$ cat config.mk
export PLATFORM = sky130hd
export DESIGN_NAME = button_event_fsm
export DESIGN_NICKNAME = d
export VERILOG_FILES = /design/src/rtl/button_event_fsm.sv
export SDC_FILE = /design/constraint.sdc
export NUM_CORES = 1
export LEC_CHECK = 0
export BUFFER_PORTS_ARGS = -buffer_cell sky130_fd_sc_hd__buf_2
export CAP_MARGIN = 20
export CELL_PAD_IN_SITES_DETAIL_PLACEMENT = 1
export CELL_PAD_IN_SITES_GLOBAL_PLACEMENT = 1
export CORE_MARGIN = 2
export CORE_UTILIZATION = 51
export CTS_CLUSTER_DIAMETER = 150
export DETAILED_ROUTE_END_ITERATION = 10
export GPL_TIMING_DRIVEN = 0
export PLACE_DENSITY_LB_ADDON = 0.2
export SKIP_CTS_REPAIR_TIMING = 1
export SLEW_MARGIN = 25
export SYNTH_ARGS = -nofsm -noshare
export SYNTH_HDL_FRONTEND = slang
export SYNTH_SLANG_ARGS = --single-unit
$ cat constraint.sdc
create_clock -name i_clk -period 5.13 [get_ports i_clk]
set_input_delay 1.026 -clock i_clk [delete_from_list [all_inputs] [get_ports i_clk]]
set_output_delay 1.026 -clock i_clk [all_outputs]
set_load 0.005 [all_outputs]
$ cat src/rtl/button_event_fsm.sv
// Classifies debounced button gestures into short / long / double-click pulses.
// Optional auto-repeat while long-held is enabled with `define BUTTON_AUTO_REPEAT_EN.
module button_event_fsm #(
    parameter int CNT_W    = 26,
    parameter int LONG_CYC = 25_000_000,
    parameter int DBL_CYC  = 12_500_000,
    parameter int RPT_CYC  = 5_000_000
) (
    input  logic i_clk,
    input  logic i_nrst,
    input  logic i_db_level,
    input  logic i_db_tick,
    output logic o_short,
    output logic o_long,
    output logic o_double,
    output logic o_repeat,
    output logic o_busy
);

    typedef enum logic [2:0] {
        IDLE      = 3'd0,
        PRESS1    = 3'd1,
        WAIT_DBL  = 3'd2,
        PRESS2    = 3'd3,
        HOLD_LONG = 3'd4
    } state_t;

    localparam logic [CNT_W-1:0] LONG_LAST = CNT_W'(LONG_CYC - 1);
    localparam logic [CNT_W-1:0] DBL_LAST  = CNT_W'(DBL_CYC - 1);

    state_t           state, state_nx;
    logic [CNT_W-1:0] cnt;
    logic             cnt_run;
    logic             short_nx, long_nx, double_nx, repeat_nx;

    always_comb begin
        state_nx  = state;
        cnt_run   = 1'b0;
        short_nx  = 1'b0;
        long_nx   = 1'b0;
        double_nx = 1'b0;
        repeat_nx = 1'b0;
        case (state)
            IDLE: begin
                if (i_db_tick) state_nx = PRESS1;
            end
            PRESS1: begin
                cnt_run = 1'b1;
                // release takes priority over a coincident long compare
                if (!i_db_level) begin
                    state_nx = WAIT_DBL;
                end else if (cnt == LONG_LAST) begin
                    state_nx = HOLD_LONG;
                    long_nx  = 1'b1;
                end
            end
            WAIT_DBL: begin
                cnt_run = 1'b1;
                if (i_db_tick) begin
                    state_nx = PRESS2;
                end else if (cnt == DBL_LAST) begin
                    state_nx = IDLE;
                    short_nx = 1'b1;
                end
            end
            PRESS2: begin
                if (!i_db_level) begin
                    state_nx  = IDLE;
                    double_nx = 1'b1;
                end
            end
            HOLD_LONG: begin
`ifdef BUTTON_AUTO_REPEAT_EN
                cnt_run = 1'b1;
                if (!i_db_level) begin
                    state_nx = IDLE;
                end else if (cnt == CNT_W'(RPT_CYC - 1)) begin
                    repeat_nx = 1'b1;
                end
`else
                if (!i_db_level) state_nx = IDLE;
`endif
            end
            default: state_nx = IDLE;
        endcase
    end

    always_ff @(posedge i_clk or negedge i_nrst) begin
        if (!i_nrst) begin
            state    <= IDLE;
            cnt      <= '0;
            o_short  <= 1'b0;
            o_long   <= 1'b0;
            o_double <= 1'b0;
            o_repeat <= 1'b0;
            o_busy   <= 1'b0;
        end else begin
            state    <= state_nx;
            // counter only runs in states with a terminal compare, so it never wraps
            if (state_nx != state || repeat_nx || !cnt_run) cnt <= '0;
            else                                             cnt <= cnt + 1'b1;
            o_short  <= short_nx;
            o_long   <= long_nx;
            o_double <= double_nx;
            o_repeat <= repeat_nx;
            o_busy   <= (state_nx != IDLE);
        end
    end

endmodule

# --- Yosys cells after proc, flatten, opt, wreduce, memory -nomap -nowiden ---
# Cells that the tools add are included.
totals:
  mem_bits_rw: 0
  romBits: 0
  mem_count: 0
  inputBits: 4
  word_cells: 37
  latchBits: 0
  reg_bits: 33
  out_inout_bits: 5
classes:
  eq_ne: 7
  div: 0
  n_lt_le_gt_ge: 0
  n_mul: 0
  bitwise_logic: 0
  n_mux: 17
  n_shift: 0
  add_sub_neg: 1
  reduce_logical: 6
op_table:
  columns: ["operator", "count"]
  rows:
  - ["26-bit by 1-bit adder with 26-bit output, second input constant", 1]
  - ["26-bit by 24-bit equality test with 1-bit output, second input constant", 1]
  - ["26-bit by 25-bit equality test with 1-bit output, second input constant", 1]
  - ["26-bit two-way mux", 1]
  - ["3-bit two-way mux", 6]
  - ["3-bit case mux with 4 select lines", 1]
  - ["1-bit two-way mux", 9]
  - ["3-bit by 2-bit equality test with 1-bit output, second input constant", 2]
  - ["2-bit OR reduction", 2]
  - ["3-bit by 1-bit equality test with 1-bit output, second input constant", 1]
  - ["3-bit equality test, second input constant", 1]
  - ["3-bit logical NOT", 1]
  - ["3-bit inequality test", 1]
  - ["3-bit nonzero test", 1]
  - ["1-bit logical NOT", 1]
  - ["1-bit logical OR", 1]

# --- Longest topological paths before layout ---
# Gate-level depths: netlist of run 1.
depth:
  ltp_word: 7
  depth_mapped: 7

# --- Least setup slack after synthesis of run 1 ---
# OpenSTA, ideal clock, no wires.
synth_path:
  path_type: "input -> register"
  start: "in i_db_tick"
  end: "reg cnt[2]"
  cell_stages: 5
  setup_slack_ps: 2903
  setup_ps: 140
  t_arrival_ps: 2087
  path_cell_list: "nor4bb_1 > nand4_1 > a21oi_2 > buf_2 > nor3_1"
synth_via:
  elab_chain_cells: 5
synth_lines:
  columns: ["element", "line", "text"]
  rows:
  - ["start: declaration", "12", "input logic i_db_tick,"]
  - ["3-bit two-way mux (on tied branches)", "59, 45", null]
  - ["3-bit case mux with 4 select lines (*)", "43", "case (state)"]
  - ["3-bit inequality test (*)", "100", "if (state_nx != state || repeat_nx || !cnt_run) cnt <= '0;"]
  - ["1-bit logical OR (*)", "100", null]
  - ["26-bit two-way mux (*)", "100", null]
  - ["end signal: assignment", "101", "else cnt <= cnt + 1'b1;"]
  - ["end: declaration", "32", "logic [CNT_W-1:0] cnt;"]
# Mark *: on every way between the ends. The rest lies on a longest branch, timed or not.

# --- Worst setup path after layout of run 1 ---
layout_path:
  start: "in i_db_tick"
  end: "reg cnt[22]"
# The elaborated chain is that of the path after synthesis.

==> impl_metrics.py, run 1 <==
metrics = {
    "run_status": {
        "status": "completed",
    },
    "detailed_routing": {
        "wl_mm": 4.38,
        "initialDrtViolationCount": 83,
        "ant_nets": 0,
        "vias": 1510,
        "firstDrtPassIters": 4,
        "avgRoutedWirePerCell_um": 17.9,
        "avgViaCountPerCell": 6.16,
        "drc": 0,
    },
    "floorplan": {
        "initial_core_util": 0.541,
        "pin_count": 9,
        "die_height_um": 64.0,
        "die_x_um": 64.0,
        "core.rowCount": 21,
        "core-area_mm2": 0.00339,
        "dieArea_mm2": 0.00409,
    },
    "layout": {
        "stdcell_count": 245,
        "syn2layout_area_growth_pct": 8.87,
        "nets": 203,
        "n_antenna_cell": 0,
        "fin_util": 0.589,
        "final_area_mm2": 0.00200,
        "drive_above_1_share": 0.166,
    },
    "global_route": {
        "grt_max_degree": 34,
        "grt_usage": 0.237,
        "grt_pass1_wl_mm": 7.49,
        "grt_pass1_vias": 1536,
        "overflow": 0,
        "antenna_found_initial": 0,
    },
    "sta": {
        "fin_crit_ns": 2.38,
        "clock_skew_ns": 0.0157,
        "fin_tns_setup_ns": 0,
        "finalSetupViolations": 0,
        "rsz0062_at_grt": "false",
        "holdWs_ns": 0.511,
        "worst_slew_pin_slew_ns": 0.735,
        "hold_viol": 0,
        "timing.fmax_ghz": 0.421,
        "slew_headroom": 0.510,
        "period_share": 0.463,
        "slew_violations": 0,
        "setup_slack_ns": 2.75,
    },
    "clocking": {
        "clk_pin_slew_ns": 0.11,
        "htreeDepth": 2,
        "tritoncts": "yes",
        "clk_latency_ns": 0.35,
        "cts_root_buffer": "clkbuf_4",
        "clock-sinks": 33,
        "clockBufferDepth": 2,
        "cts_buffers": 5,
    },
    "placed_design": {
        "placed_area_mm2": 0.00193,
        "place_inst": 237,
        "place.gp.congestion": 0.848,
        "hpwl_mm": 3.20,
        "portBuffers": 7,
        "dp_slack_ns": 2.39,
    },
    "logic_synthesis": {
        "syn_area_per_cell_um2": 9.97,
        "async_flop_share": 1.00,
        "synth_edf_count": 0,
        "postSynthCellCount": 184,
        "yosysUniqueCellTypes": 36,
        "synth_area_mm2": 0.00183,
        "synthFlopType": "dfrtp_1",
        "yosysWarnings": 0,
        "synth.ff_latch_count": 33,
        "yosysSeqAreaShare": 0.450,
        "synth_nets": 189,
    },
    "critical_path": {
        "endpoint_kind": "register",
        "cp_max_fo": 10,
        "cp_data_arrival_time_ns": 2.58,
        "r2r_slack_ns": 2.85,
        "cp_data_required_time_ns": 5.33,
        "ff2ff_path_depth": 7,
        "start_kind": "input port",
        "critical_path_class": "in -> reg",
    },
    "pwr": {
        "powerDensity_mw_per_mm2": 258,
        "peakVddDrop_mv": 0.163,
        "power_mw": 0.515,
        "p_leak_nw": 0.770,
    },
    "job": {
        "maxCapViolCount": 0,
    },
    "min_path": {
        "hold-path-cell-count": 1,
        "hp-class": "reg -> reg",
    },
}
-- cells in the mapped netlist, types with 4 or more instances --
master,instances,area [um2]
buf_2,4,20.0
nand3_1,9,45.0
nor4bb_1,5,50.1
o31ai_1,7,52.6
or4_1,6,45.0
nand2b_1,4,25.0
nand2_1,11,41.3
o21ai_0,9,45.0
a211oi_2,4,50.1
nand4_1,9,56.3
or3_1,8,50.1
nor3_1,15,75.1
dfrtp_1,33,826
xor2_1,8,70.1
a211oi_1,9,67.6
and4_1,4,35.0
clkbuf_1,5,18.8
inv_1,5,18.8
-- flip-flops by register name, indices dropped and copies added, names as in the netlist --
name	count
cnt	26
state	3
o_busy	1
o_double	1
o_long	1
o_short	1
-- critical path, stage by stage --
cell and delay (ns):
buf_2 0.13, nor4bb_1 0.42, nand4_1 0.18, a21oi_2 0.40
buf_2 0.34, a211oi_1 0.09
-- placed cells by master (no fill, tap or decap), types with 2 or more instances in the layout --
| cell type | instances |
|---|---|
| dfrtp_1 | 33 |
| nor3_1 | 15 |
| nand2_1 | 11 |
| buf_2 | 11 |
| nand4_1 | 9 |
| nand3_1 | 9 |
| o21ai_0 | 9 |
| a211oi_1 | 9 |
| or3_1 | 8 |
| xor2_1 | 8 |
| o31ai_1 | 7 |
| or4_1 | 6 |
| clkbuf_1 | 5 |
| inv_1 | 5 |
| nor4bb_1 | 5 |
| clkbuf_4 | 5 |
| and4_1 | 4 |
| nand2b_1 | 4 |
| a211oi_2 | 4 |
| a21oi_1 | 3 |
| buf_6 | 3 |
| xnor2_1 | 3 |
| nor3b_1 | 2 |
| nor2_1 | 2 |
| and2_2 | 2 |
| nand4_4 | 2 |
| nor4_1 | 2 |
| clkbuf_8 | 2 |
-- power by group --
part	internal (mW)	switching, mW
combinational	0.0195	0.0456
clock	0.0794	0.0917
sequential	0.270	0.00842
total	0.369	0.146
-- cells by family (layout without fill, tap and decap cells) --
logic type / after synthesis / in the layout / share of synthesized area
XOR/XNOR: 11 / 11 / 0.0525
flip-flops: 33 / 33 / 0.450
AND/OR/NAND/NOR: 85 / 85 / 0.297
buffers and inverters: 18 / 33 / 0.0539
AO/OA/AOI/OAI: 35 / 35 / 0.138
other: 1 / 1 / 0.00204
adder cells (fa/ha/maj): 1 / 1 / 0.00682
-- path summary, 6_finish.rpt --
| check | startpoint | end |
|---|---|---|
| setup / recovery | i_db_tick | cnt[22] |
| hold / removal | cnt[0] | cnt[0] |
| setup reg to reg | cnt[0] | cnt[22] |
| hold reg to reg | cnt[0] | cnt[0] |
| max in group asynchronous | i_nrst | cnt[2] |
| min in group asynchronous | i_nrst | o_short |
-- area by class of cell --
cell class,instances,area [um2]
buffer,13,80.1
clock buffer,7,65.1
clock inverter,1,5.00
fill,391,1390
inverter,5,18.8
multi-input combinational,133,910
sequential,33,826
tap,46,57.6
timing repair buffer,7,35.0
-- routing by layer --
layer	up-vias	GRT usage	routed length [um]
li1	724	-	-
met1	744	0.305	1910
met2	31	0.389	2200
met3	11	0.0546	167
met4	0	0.0842	94
met5	-	0	0
No activity file was read; power rests on OpenSTA's default activity.
==> inputs of run 2 (changes only) <==
--- a/config.mk
+++ b/config.mk
@@ -10,7 +10,7 @@
 export CELL_PAD_IN_SITES_DETAIL_PLACEMENT = 1
 export CELL_PAD_IN_SITES_GLOBAL_PLACEMENT = 1
 export CORE_MARGIN = 2
-export CORE_UTILIZATION = 51
+export CORE_UTILIZATION = 47
 export CTS_CLUSTER_DIAMETER = 150
 export DETAILED_ROUTE_END_ITERATION = 10
 export GPL_TIMING_DRIVEN = 0
==> constraint.sdc (replaced) <==
create_clock -name i_clk -period 2.3 [get_ports i_clk]
set_input_delay 0.46 -clock i_clk [delete_from_list [all_inputs] [get_ports i_clk]]
set_output_delay 0.46 -clock i_clk [all_outputs]
set_load 0.005 [all_outputs]
==> run 2 against run 1 <==
  * Hold slack lost 0.28 ns
  * Register-to-register slack worse by 2.7 ns
  * Die area is 8.0% higher
  * First-iteration DRC count up 39%
  * Flip-flop and latch count unchanged
  * Clock power grew to 2.5 times the previous value
  * Combinational power grew 130%
  * Power increased by 130%
  * Non-clock buffer count is 3 higher
  * Worst setup slack got worse by 2.6 ns
  * Via count up 1.9%
  * Critical endpoint unchanged
  * Largest cell class unchanged
  * Highest routed layer unchanged
==> impl_metrics.py, run 2 (same netlist as run 1, synthesis figures left out) <==
metrics = {
    "run_status": {
        "status": "completed",
    },
    "critical_path": {
        "crit_chain": "clkbuf_1, nand2b_1, o22ai_1, nand2b_1, clkbuf_1, clkbuf_1, a211oi_1",
        "endpoint_kind": "register",
        "cp_slowest_stage_delay_ns": 0.51,
        "r2r_slack_ns": 0.14,
        "cp_data_arrival_time_ns": 2.30,
        "cp_max_fo": 10,
        "crit_top_cell": "clkbuf_1",
        "cp_data_required_time_ns": 2.44,
        "start_kind": "register",
        "crit_slowest_cell": "clkbuf_1",
        "critical_path_class": "reg -> reg",
    },
    "clocking": {
        "tritoncts": "yes",
        "cts_root_buffer": "clkbuf_8",
        "clk_pin_slew_ns": 0.07,
        "htreeDepth": 2,
        "clockBufferDepth": 2,
        "cts_buffers": 5,
        "clk_latency_ns": 0.29,
        "clock-sinks": 33,
    },
    "floorplan": {
        "die_x_um": 66.5,
        "core-area_mm2": 0.00372,
        "die_height_um": 66.5,
        "core.rowCount": 22,
        "pin_count": 9,
        "dieArea_mm2": 0.00442,
        "initial_core_util": 0.494,
    },
    "sta": {
        "period_share": 0.939,
        "clock_skew_ns": 0.00298,
        "fin_crit_ns": 2.16,
        "hold_viol": 0,
        "rsz0062_at_grt": "false",
        "fin_tns_setup_ns": 0,
        "timing.fmax_ghz": 0.463,
        "worst_slew_pin_slew_ns": 0.762,
        "slew_violations": 0,
        "slew_headroom": 0.492,
        "finalSetupViolations": 0,
    },
    "detailed_routing": {
        "avgViaCountPerCell": 6.16,
        "wl_mm": 4.70,
        "firstDrtPassIters": 4,
        "ant_nets": 0,
        "vias": 1539,
        "avgRoutedWirePerCell_um": 18.8,
        "drc": 0,
        "initialDrtViolationCount": 115,
    },
    "placed_design": {
        "hpwl_mm": 3.28,
        "portBuffers": 7,
        "place.gp.congestion": 0.833,
    },
    "layout": {
        "largest_reg_flops": 26,
        "largestRegisters": "cnt x26, state x3",
        "nFillCells": 452,
        "nets": 206,
        "multi_input_area_um2": 917,
        "n_antenna_cell": 0,
        "regMostFlops": "cnt",
        "syn2layout_area_growth_pct": 11.3,
        "mostFrequentLayoutCells": "dfrtp_1 (33), nor3_1 (15), nand2_1 (11), buf_2 (11)",
        "layout_commonest_cell": "dfrtp_1",
        "register_area_um2": 826,
        "drive_above_1_share": 0.173,
    },
    "global_route": {
        "grt_max_degree": 34,
        "grt_pass1_wl_mm": 7.78,
        "overflow": 0,
        "grt_pass1_vias": 1605,
        "grt_usage": 0.237,
        "antenna_found_initial": 0,
    },
    "pwr": {
        "powerDensity_mw_per_mm2": 587,
        "power_mw": 1.20,
        "peakVddDrop_mv": 0.320,
        "p_leak_nw": 0.789,
    },
    "min_path": {
        "hp-class": "in -> async",
    },
    "job": {
        "maxCapViolCount": 0,
    },
}
-- run 2: changes by cell type in the layout (fill, tap and decap cells not counted) --
cell | before | now
clkinv_2 | 1 | 2
a21oi_2 | 1 | 0
a21oi_4 | 0 | 1
buf_4 | 1 | 4
clkbuf_4 | 5 | 0
clkbuf_1 | 5 | 6
clkbuf_8 | 2 | 5
-- run 2: power by group --
part / leakage [nW] / switching [mW] / internal [mW] / total, mW
Sequential: 0.452 / 0.0186 / 0.603 / 0.622
Combinational: 0.292 / 0.106 / 0.0435 / 0.150
Clock: 0.0450 / 0.218 / 0.210 / 0.428
Total: 0.789 / 0.343 / 0.856 / 1.20
-- run 2: final cells by class --
| type | count | area share |
|---|---|---|
| multi-input cells | 133 | 0.449 |
| flip-flops and latches | 33 | 0.404 |
| plain buffers | 13 | 0.0392 |
| clock buffers | 6 | 0.0355 |
| well taps | 48 | 0.0294 |
| repair buffers | 10 | 0.0282 |
| inverters | 5 | 0.00919 |
| clock inverters | 2 | 0.00490 |
-- run 2: layer usage --
layer  up-vias  GRT usage  part of all wire
met2        22      0.414              0.51
met5         -          0                 0
met3         8     0.0405             0.027
met4         0     0.0867             0.018
met1       788      0.291              0.44
li1        721          -                 -
-- run 2: final timing paths --
path | from | endpoint | cells past startpoint
worst max-delay path | state[0] | cnt[22] | 7
worst min-delay path | i_nrst | state[2] | 1
worst max register to register | state[0] | cnt[22] | 7
worst min register to register | cnt[0] | cnt[0] | 1
max in group asynchronous | i_nrst | cnt[2] | 1
min in group i_clk | i_db_tick | state[0] | 3
-- run 2: per-stage QoR --
| stage | cells | setup WS, ns | utilization | area [um2] | hold slack [ns] |
|---|---|---|---|---|---|
| after CTS | 247 | 0.0815 | 0.541 | 2010 | 0.266 |
| after detailed placement | 239 | 0.0939 | 0.519 | 1930 | 0.517 |
| after global placement | 239 | 0.142 | 0.519 | 1930 | 0.486 |
| after floorplan | 184 | 0.506 | - | 1830 | 0.164 |
| after global routing | 250 | 0.0261 | 0.549 | 2040 | 0.299 |
| final | 250 | 0.139 | 0.549 | 2040 | 0.235 |
-- run 2: worst max-delay path, delay by kind of cell (launching register included) --
family | cells | cell delay [ns]
buffers and inverters | 3 | 1.14
flip-flops | 1 | 0.32
AND/OR/NAND/NOR | 2 | 0.29
AO/OA/AOI/OAI | 2 | 0.24
